===== src/rtl/adc_capture_ctrl_if.sv =====
// rtl/adc_capture_ctrl_if.sv - ADC sample stream in, capture RAM write port out
interface adc_capture_ctrl_if #(
   parameter int DATA_W = 32,
   parameter int CH_NUM = 2,
   parameter int ADDR_W = 13
);
   logic [CH_NUM*DATA_W-1:0] adc_sample_in;
   logic                     adc_valid_in;
   logic                     adc_we_o;
   logic [ADDR_W-1:0]        adc_addr_o;
   logic [DATA_W-1:0]        adc_data_o;

   // Front-end / RAM side: drives samples, observes the write port
   modport master (
      output adc_sample_in, adc_valid_in,
      input  adc_we_o, adc_addr_o, adc_data_o
   );

   // Capture controller side
   modport slave (
      input  adc_sample_in, adc_valid_in,
      output adc_we_o, adc_addr_o, adc_data_o
   );
endinterface


===== src/rtl/adc_capture_ctrl.sv =====
// rtl/adc_capture_ctrl.sv - channel-select, decimate and store ADC samples into capture RAM
module adc_capture_ctrl #(
   parameter int DATA_W    = 32,
   parameter int CH_NUM    = 2,
   parameter int ADDR_W    = 13,
   parameter int BASE_ADDR = 'h400,
   parameter int DEPTH     = 4096,
   localparam int CH_W     = (CH_NUM > 1) ? $clog2(CH_NUM) : 1,
   localparam int LEN_W    = $clog2(DEPTH) + 1
) (
   input  logic                sys_clk,
   input  logic                sys_rst,
   adc_capture_ctrl_if.slave   bus,
   input  logic                trig_i,
   input  logic                csr_start_i,
   input  logic                csr_abort_i,
   input  logic                csr_trig_mode_i,
   input  logic [CH_W-1:0]     csr_ch_sel_i,
   input  logic [7:0]          csr_decim_i,
   input  logic [LEN_W-1:0]    csr_len_i,
   output logic                csr_busy_o,
   output logic                csr_done_o,
   output logic [LEN_W-1:0]    csr_count_o
);

   if (BASE_ADDR + DEPTH > 2**ADDR_W) begin : g_bad_range
      $error("adc_capture_ctrl: BASE_ADDR + DEPTH exceeds RAM address space");
   end

   typedef enum logic [1:0] {IDLE, ARMED, RUN, DONE} state_t;

   state_t              state, state_nxt;
   logic [CH_W-1:0]     ch_q;
   logic [7:0]          decim_q;
   logic [LEN_W-1:0]    len_q;
   logic [7:0]          dcnt;
   logic [LEN_W-1:0]    index;
   logic                done_q;
   logic                we_q;
   logic [ADDR_W-1:0]   addr_q;
   logic [DATA_W-1:0]   data_q;
   logic [DATA_W-1:0]   sel_sample;
   logic                idle_like;
   logic                start_ok;
   logic                keep;
   logic                last;
   logic                trig_go;

   // Qualified control events shared by the FSM and the datapath
   always_comb begin
      idle_like = (state == IDLE) || (state == DONE);
      start_ok  = csr_start_i && !csr_abort_i && idle_like;
      trig_go   = (state == ARMED) && trig_i && !csr_abort_i;
      keep      = (state == RUN) && !csr_abort_i && bus.adc_valid_in && (dcnt == 8'd0);
      last      = keep && ((index + LEN_W'(1)) == len_q);
   end

   // Pick the latched channel out of the packed sample bus
   always_comb begin
      sel_sample = '0;
      for (int k = 0; k < CH_NUM; k++) begin
         if (ch_q == CH_W'(k)) sel_sample = bus.adc_sample_in[k*DATA_W +: DATA_W];
      end
   end

   // State register
   always_ff @(posedge sys_clk) begin
      if (sys_rst) state <= IDLE;
      else         state <= state_nxt;
   end

   // Next-state logic; abort always has priority over start/trigger/completion
   always_comb begin
      state_nxt = state;
      case (state)
         IDLE, DONE: begin
            if (csr_abort_i)      state_nxt = IDLE;
            else if (csr_start_i) state_nxt = csr_trig_mode_i ? ARMED : RUN;
         end
         ARMED: begin
            if (csr_abort_i) state_nxt = IDLE;
            else if (trig_i) state_nxt = RUN;
         end
         RUN: begin
            if (csr_abort_i) state_nxt = IDLE;
            else if (last)   state_nxt = DONE;
         end
         default: state_nxt = IDLE;
      endcase
   end

   // Config latch, decimation, write issue and completion tracking
   always_ff @(posedge sys_clk) begin
      if (sys_rst) begin
         ch_q    <= '0;
         decim_q <= '0;
         len_q   <= '0;
         dcnt    <= '0;
         index   <= '0;
         done_q  <= 1'b0;
         we_q    <= 1'b0;
         addr_q  <= '0;
         data_q  <= '0;
      end else begin
         we_q <= keep;
         if (keep) begin
            addr_q <= ADDR_W'(BASE_ADDR) + ADDR_W'(index);
            data_q <= sel_sample;
            index  <= index + LEN_W'(1);
         end
         if (start_ok) begin
            ch_q    <= (32'(csr_ch_sel_i) >= CH_NUM) ? '0 : csr_ch_sel_i;
            decim_q <= csr_decim_i;
            len_q   <= (csr_len_i == '0 || 32'(csr_len_i) > DEPTH) ? LEN_W'(DEPTH) : csr_len_i;
            index   <= '0;
            done_q  <= 1'b0;
         end
         if (csr_abort_i && idle_like) done_q <= 1'b0;
         if (last) done_q <= 1'b1;
         // The keep counter restarts on every entry into RUN
         if ((start_ok && !csr_trig_mode_i) || trig_go)
            dcnt <= '0;
         else if (state == RUN && bus.adc_valid_in)
            dcnt <= (dcnt == decim_q) ? 8'd0 : dcnt + 8'd1;
      end
   end

   assign csr_busy_o     = (state == ARMED) || (state == RUN);
   assign csr_done_o     = done_q;
   assign csr_count_o    = index;
   assign bus.adc_we_o   = we_q;
   assign bus.adc_addr_o = addr_q;
   assign bus.adc_data_o = data_q;

endmodule

===== src/flat_wrapper.sv =====
// flat-port wrapper written by rule: the top's interface ports become plain ports
module adc_capture_ctrl_flat 
#(
   parameter int DATA_W    = 32,
   parameter int CH_NUM    = 2,
   parameter int ADDR_W    = 13,
   parameter int BASE_ADDR = 'h400,
   parameter int DEPTH     = 4096,
   localparam int CH_W     = (CH_NUM > 1) ? $clog2(CH_NUM) : 1,
   localparam int LEN_W    = $clog2(DEPTH) + 1
)
  (sys_clk, sys_rst, trig_i, csr_start_i, csr_abort_i, csr_trig_mode_i, csr_ch_sel_i, csr_decim_i, csr_len_i, csr_busy_o, csr_done_o, csr_count_o, bus_adc_sample_in, bus_adc_valid_in, bus_adc_we_o, bus_adc_addr_o, bus_adc_data_o);
  adc_capture_ctrl_if #(.DATA_W(DATA_W), .CH_NUM(CH_NUM), .ADDR_W(ADDR_W)) bus_i ();
  input  logic sys_clk;
  input  logic sys_rst;
  input  logic trig_i;
  input  logic csr_start_i;
  input  logic csr_abort_i;
  input  logic csr_trig_mode_i;
  input  logic [CH_W-1:0] csr_ch_sel_i;
  input  logic [7:0] csr_decim_i;
  input  logic [LEN_W-1:0] csr_len_i;
  output logic csr_busy_o;
  output logic csr_done_o;
  output logic [LEN_W-1:0] csr_count_o;
  input wire logic [$bits(bus_i.adc_sample_in)-1:0] bus_adc_sample_in;
  input wire logic [$bits(bus_i.adc_valid_in)-1:0] bus_adc_valid_in;
  output wire logic [$bits(bus_i.adc_we_o)-1:0] bus_adc_we_o;
  output wire logic [$bits(bus_i.adc_addr_o)-1:0] bus_adc_addr_o;
  output wire logic [$bits(bus_i.adc_data_o)-1:0] bus_adc_data_o;
  assign bus_i.adc_sample_in = bus_adc_sample_in;
  assign bus_i.adc_valid_in = bus_adc_valid_in;
  assign bus_adc_we_o = bus_i.adc_we_o;
  assign bus_adc_addr_o = bus_i.adc_addr_o;
  assign bus_adc_data_o = bus_i.adc_data_o;
  adc_capture_ctrl #(.DATA_W(DATA_W), .CH_NUM(CH_NUM), .ADDR_W(ADDR_W), .BASE_ADDR(BASE_ADDR), .DEPTH(DEPTH)) u_core (.sys_clk(sys_clk), .sys_rst(sys_rst), .bus(bus_i), .trig_i(trig_i), .csr_start_i(csr_start_i), .csr_abort_i(csr_abort_i), .csr_trig_mode_i(csr_trig_mode_i), .csr_ch_sel_i(csr_ch_sel_i), .csr_decim_i(csr_decim_i), .csr_len_i(csr_len_i), .csr_busy_o(csr_busy_o), .csr_done_o(csr_done_o), .csr_count_o(csr_count_o));
endmodule

===== config.mk =====
export PLATFORM = sky130hd
export DESIGN_NAME = adc_capture_ctrl_flat
export DESIGN_NICKNAME = d
export VERILOG_FILES = /design/src/rtl/adc_capture_ctrl_if.sv /design/src/rtl/adc_capture_ctrl.sv /design/src/flat_wrapper.sv
export SDC_FILE = /design/constraint.sdc
export NUM_CORES = 1
export LEC_CHECK = 0
export BUFFER_PORTS_ARGS = -buffer_cell sky130_fd_sc_hd__buf_2
export CAP_MARGIN = 20
export CORE_MARGIN = 10
export CORE_UTILIZATION = 45
export DETAILED_ROUTE_END_ITERATION = 12
export GPL_TIMING_DRIVEN = 0
export MAX_ROUTING_LAYER = met4
export PLACE_DENSITY = 0.75
export SYNTH_ARGS = -nofsm -noshare
export SYNTH_HDL_FRONTEND = slang
export SYNTH_SLANG_ARGS = --single-unit
export TNS_END_PERCENT = 5

===== constraint.sdc =====
create_clock -name sys_clk -period 2.3 [get_ports sys_clk]
set_input_delay 0.23 -clock sys_clk [delete_from_list [all_inputs] [get_ports sys_clk]]
set_output_delay 0.23 -clock sys_clk [all_outputs]
set_load 0.05 [all_outputs]

---- Word-level counts from Yosys, hierarchy flattened ----
Index checks and enable logic that the tools add are counted.
word-level totals
  memory bits (read-only) ................. 0
  memories ................................ 0
  bits in writable memories ............... 0
  register bits ........................... 92
  bits in latches ......................... 0
cells by class
  multipliers ............................. 0
  div/mod/pow operators ................... 0
  multiplexer cells ....................... 14
  magnitude comparators ................... 1
  bitwise operators ....................... 0
  equality and inequality tests ........... 8
  reductions and logical operators ........ 25
  $add $sub $neg .......................... 3
  shift operators ......................... 0
operators by type and width
  kind                    number
  $mux 32                 1
  $mux 2                  7
  $add 11x13->13 const A  1
  $add 13x1->13 const B   1
  $eq 13x13->1            1
  $gt 13x13->1 const B    1
  $logic_not 13->1        1
  $mux 13                 1
  $logic_and 1x1->1       11
  $add 8x1->8 const B     1
  $eq 8x8->1              1
  $logic_not 8->1         1
  $mux 8                  1
  $ne 3x3->1 const B      2
  $pmux 2 s3              1
  $reduce_or 2->1         3
  $eq 2x2->1 const B      2
  $logic_or 1x1->1        4
  $mux 1                  3
  $ne 3x2->1 const B      1
  $reduce_and 3->1        1
  $reduce_bool 3->1       1
  $eq 2x1->1 const B      1
  $logic_not 1->1         2
  $logic_not 2->1         1

---- Depth between registers and ports, before layout ----
  depth after elaboration ................. 8
  gate-level depth with buffers ........... 11

---- Worst setup path before layout ----
No wires, ideal clock.
  kind .................................... register -> register
  start point ............................. reg u_core.index[2] (netlist: u_core.csr_count_o[2])
  end point ............................... reg u_core.state[1]
  arrival time ............................ 2.403 ns
  setup slack ............................. -0.235 ns
  buffers on the path ..................... 1
  setup time .............................. 0.132 ns
  cell stages (with the launch flop) ...... 9
  period minus slack after synthesis ...... 2.535 ns
  cells stage by stage .................... dfxtp_1 -> buf_2 -> and4_4 -> nand2_4 -> o41a_1 -> a2111oi_2 -> nand4_1 -> a21o_2 -> mux2i_1
between the ends
  word-level cells in the longest chain between the ends .. 5
ends and longest elaborated chain
  item                        line                     text
  start: declaration          adc_capture_ctrl.sv:37   logic [LEN_W-1:0] index;
  start signal: assignment    adc_capture_ctrl.sv:109  index <= index + LEN_W'(1);
  $add 13x1->13               adc_capture_ctrl.sv:55   last = keep && ((index + LEN_W'(1)) == len_q);
  $eq 13x13->1                adc_capture_ctrl.sv:55
  $logic_and 1x1->1           adc_capture_ctrl.sv:55
  $ne 3x2->1 (no line)        --
  $reduce_and 3->1 (no line)  --
  end signal: assignment      adc_capture_ctrl.sv:69   else state <= state_nxt;
  end: declaration            adc_capture_ctrl.sv:32   state_t state, state_nxt;
Every way passes these cells.
A chain may end at the register's enable or synchronous reset.

---- Worst setup path in the final report ----
  start point ............................. reg u_core.index[1] (netlist: u_core.csr_count_o[1])
  end point ............................... reg u_core.state[1]
Same word-level chain as after synthesis.

==> reports/qor.txt <==
P_int - 2.26 mW
Slowest-stage cell, CP - o41a_1
Fin crit period - 2.24 ns
Die H - 117 um
Final #Nets - 755
Primary FF master, synth - dfxtp_1
Sw power - 801 uW
Top sig layer - met4
Post-Syn Area - 4240 um^2
First-pass GRT wire length - 19,800 um
Via count - 4,050
CP delay by family, top - compound AO/OA/AOI/OAI gates
Flops & latches, synth - 92
CTS tree - done
Syn avg cell area - 8.74 um^2
FMAX - 0.446 GHz
Cells after Synth - 485
Setup CP Type - flop to flop
Num CTS Buffers - 9
DRC viols - 0
Hold Path Class - input pin to flop
Status - complete, no violations
Metal-1 WL - 5570 um
Number of flops mapped to enable cells by yosys - 0
Layout cells sized above 1 - 0.314
Leakage - 2.29 nW
CTS root buffer - clkbuf_8
Io pins - 154
Worst-Skew Late Latency - 0.36 ns
Routed WL - 13,000 um
Diodes inserted - 0
CTS sink cnt - 92
Post-synthesis sequential area ratio - 0.434
Average vias per placed instance - 5.26
Power per cell area - 560 nW/um^2
Max Slew Vio Count - 0
Reg power frac - 0.535
Largest net degree at the start of global routing - 15
Average wire per standard cell - 16.8 um
Max Cap Viol - 0
Data arrival, critical path - 2.46 ns
Critical path required time - 2.52 ns
Vias in the first global route - 4,008
1st-iter DRT viols - 187
Met2 WL - 6710 um
DRT antenna net count - 0
WP depth - 8
Metal3 WL - 505 um
Clock tree buffer depth - 2
Starting density of the core - 0.461
Gate power share - 0.126
Peak supply drop - 0.285 mV
Post-synth ARST share - 0
Tot Pwr - 3.06 mW
Post-route clock skew - 0.0149 ns
Worst r2r path cells - 8
CP peak stage delay - 0.41 ns
Setup violators final - 0
Worst slew margin - 0.539
Clock power share - 0.339
RD Place Congestion - 0.916
Hold path depth - 2
Die Width - 117 um
Port bufs - 152
Synth cell types - 44
Full die area - 13,700 um^2
Crit-path cells - ha_1 > buf_6 > nand2_4 > o41a_1 > a2111oi_4 > nand4_1 > a21o_2 > mux2i_1
Area Overhead vs Synth - 29.0%
# hold bufs at CTS - 0
Worst slew pin tran - 0.688 ns
Sw frac - 0.262
Worst-path clk slew - 0.09 ns
Area of the core - 9200 um^2
Crit end category - flop
Final hold violation count - 0
Fillers - 846
DPL Wire Length - 10,100 um
Cell row count - 35
CTS H-Tree Depth - 3
Worst-path maximum fanout - 9
Fin util - 0.594
GRT overflow - 0
Final hold slack - 0.0970 ns
Buf+Inv Stages, Crit Path - 1
Router iterations before antenna repair - 5
Mapped Nets - 584
Synth warnings - 0
RSZ-0062 raised after global routing - yes
CP Launch Type - flop
All-Layer GR Usage - 0.186
Number of antenna violations at the first check in global routing - 0
Fin crit share - 0.974
## flip-flops by register name, indices dropped and copies added (netlist names)
signal / cells
u_core.decim_q: 8
u_core.dcnt: 8
u_core.csr_done_o: 1
u_core.bus.adc_addr_o: 13
u_core.len_q: 13
u_core.bus.adc_we_o: 1
u_core.ch_q: 1
u_core.state: 2
u_core.bus.adc_data_o: 32
u_core.csr_count_o: 13
## cell usage after synthesis (3+ instances only)
cell type / count / share of area
nand2_1: 61 / 0.054
nor2_1: 63 / 0.056
a31oi_1: 3 / 0.0044
xnor2_1: 23 / 0.048
dfxtp_1: 92 / 0.43
o211ai_1: 3 / 0.0053
clkbuf_1: 27 / 0.024
a22o_1: 11 / 0.023
xor2_1: 20 / 0.041
buf_2: 4 / 0.0047
nand2b_1: 3 / 0.0044
nor3_1: 7 / 0.0083
and3_1: 4 / 0.0059
inv_1: 11 / 0.0097
mux2i_1: 35 / 0.083
ha_1: 6 / 0.018
a211oi_1: 35 / 0.062
nand4_1: 8 / 0.012
a21oi_1: 26 / 0.031
o21ai_0: 5 / 0.0059
nor4_1: 6 / 0.0089
nand3_1: 10 / 0.012
## layer usage
metal  track usage  vias to the layer above
met5             -                        -
met1         0.227                     1913
li1              -                     2030
met3        0.0270                       13
met2         0.312                       94
met4        0.0535                        0
## final cells by class
| class | count | area [um^2] | area share |
|---|---|---|---|
| Clock inverter | 5 | 55.1 | 0.0101 |
| Multi-Input combinational cell | 348 | 2250 | 0.412 |
| Tap cell | 111 | 139 | 0.0254 |
| Inverter | 11 | 41.3 | 0.00755 |
| Sequential cell | 92 | 1870 | 0.342 |
| Timing Repair Buffer | 165 | 858 | 0.157 |
| Clock buffer | 9 | 124 | 0.0227 |
| Buffer | 29 | 123 | 0.0224 |
## layout by cell type, fill, tap and decap left out, drive strengths merged, types with 2 or more instances in the layout
master / n
o21ai: 5
dfxtp: 92
and4: 2
xnor2: 23
nor3: 7
ha: 6
xor2: 20
clkinv: 2
nand3: 10
a31oi: 3
clkinvlp: 2
clkbuf: 33
and3: 4
nand4: 8
a211oi: 35
o211ai: 3
a21o: 2
buf: 170
a21oi: 26
nor4: 6
nor2: 63
mux2i: 35
inv: 11
a22o: 11
nand2: 62
nand2b: 3
## power groups by stage
| stage | Sequential, mW | Combinational, mW | Clock (mW) |
|---|---|---|---|
| after floorplan | 1.72 | 0.185 | 0 |
| after global placement | 1.68 | 0.368 | 0 |
| after detailed placement | 1.68 | 0.379 | 0 |
| after CTS | 1.64 | 0.382 | 1.05 |
| after global routing | 1.64 | 0.422 | 1.12 |
| final | 1.64 | 0.385 | 1.04 |
## repair_timing
| action | in CTS | in global routing |
|---|---|---|
| setup endpoints to repair | 53 | 27 |
| pin swaps | 5 | 3 |
| resized for setup | 5 | 14 |
| setup buffers | 0 | 13 |
| cloned | 0 | 0 |
## through the flow
step | setup TNS (ns) | cell area, um^2 | std cells | worst slack, ns
2_1_floorplan | 0 | 4260 | 485 | 0.0208
3_3_place_gp | -12.09 | 5160 | 748 | -0.358
3_5_place_dp | -13.21 | 5160 | 748 | -0.394
4_1_cts | 0 | 5340 | 759 | 0.00194
5_1_grt | -0.0774 | 5470 | 770 | -0.0451
6_report | 0 | 5470 | 770 | 0.0599
## path summary, 6_finish.rpt
path | startpoint | to | slack (ns)
worst max-delay path | u_core.csr_count_o[1] | u_core.state[1] | 0.06
worst min-delay path | csr_len_i[7] | u_core.len_q[7] | 0.1
worst max register to register | u_core.csr_count_o[1] | u_core.state[1] | 0.06
worst min register to register | u_core.bus.adc_addr_o[5] | u_core.bus.adc_addr_o[5] | 0.45
## cells by family (layout without fill, tap and decap cells)
logic type	Yosys count	after routing	synth area share
XOR/XNOR	43	43	0.0888
flip-flops	92	92	0.434
AO/OA/AOI/OAI	93	93	0.153
multiplexers	36	36	0.0853
AND/OR/NAND/NOR	170	170	0.177
buffers and inverters	45	219	0.0437
adder cells (fa/ha/maj)	6	6	0.0177
Power figures use the tool's default switching activity.
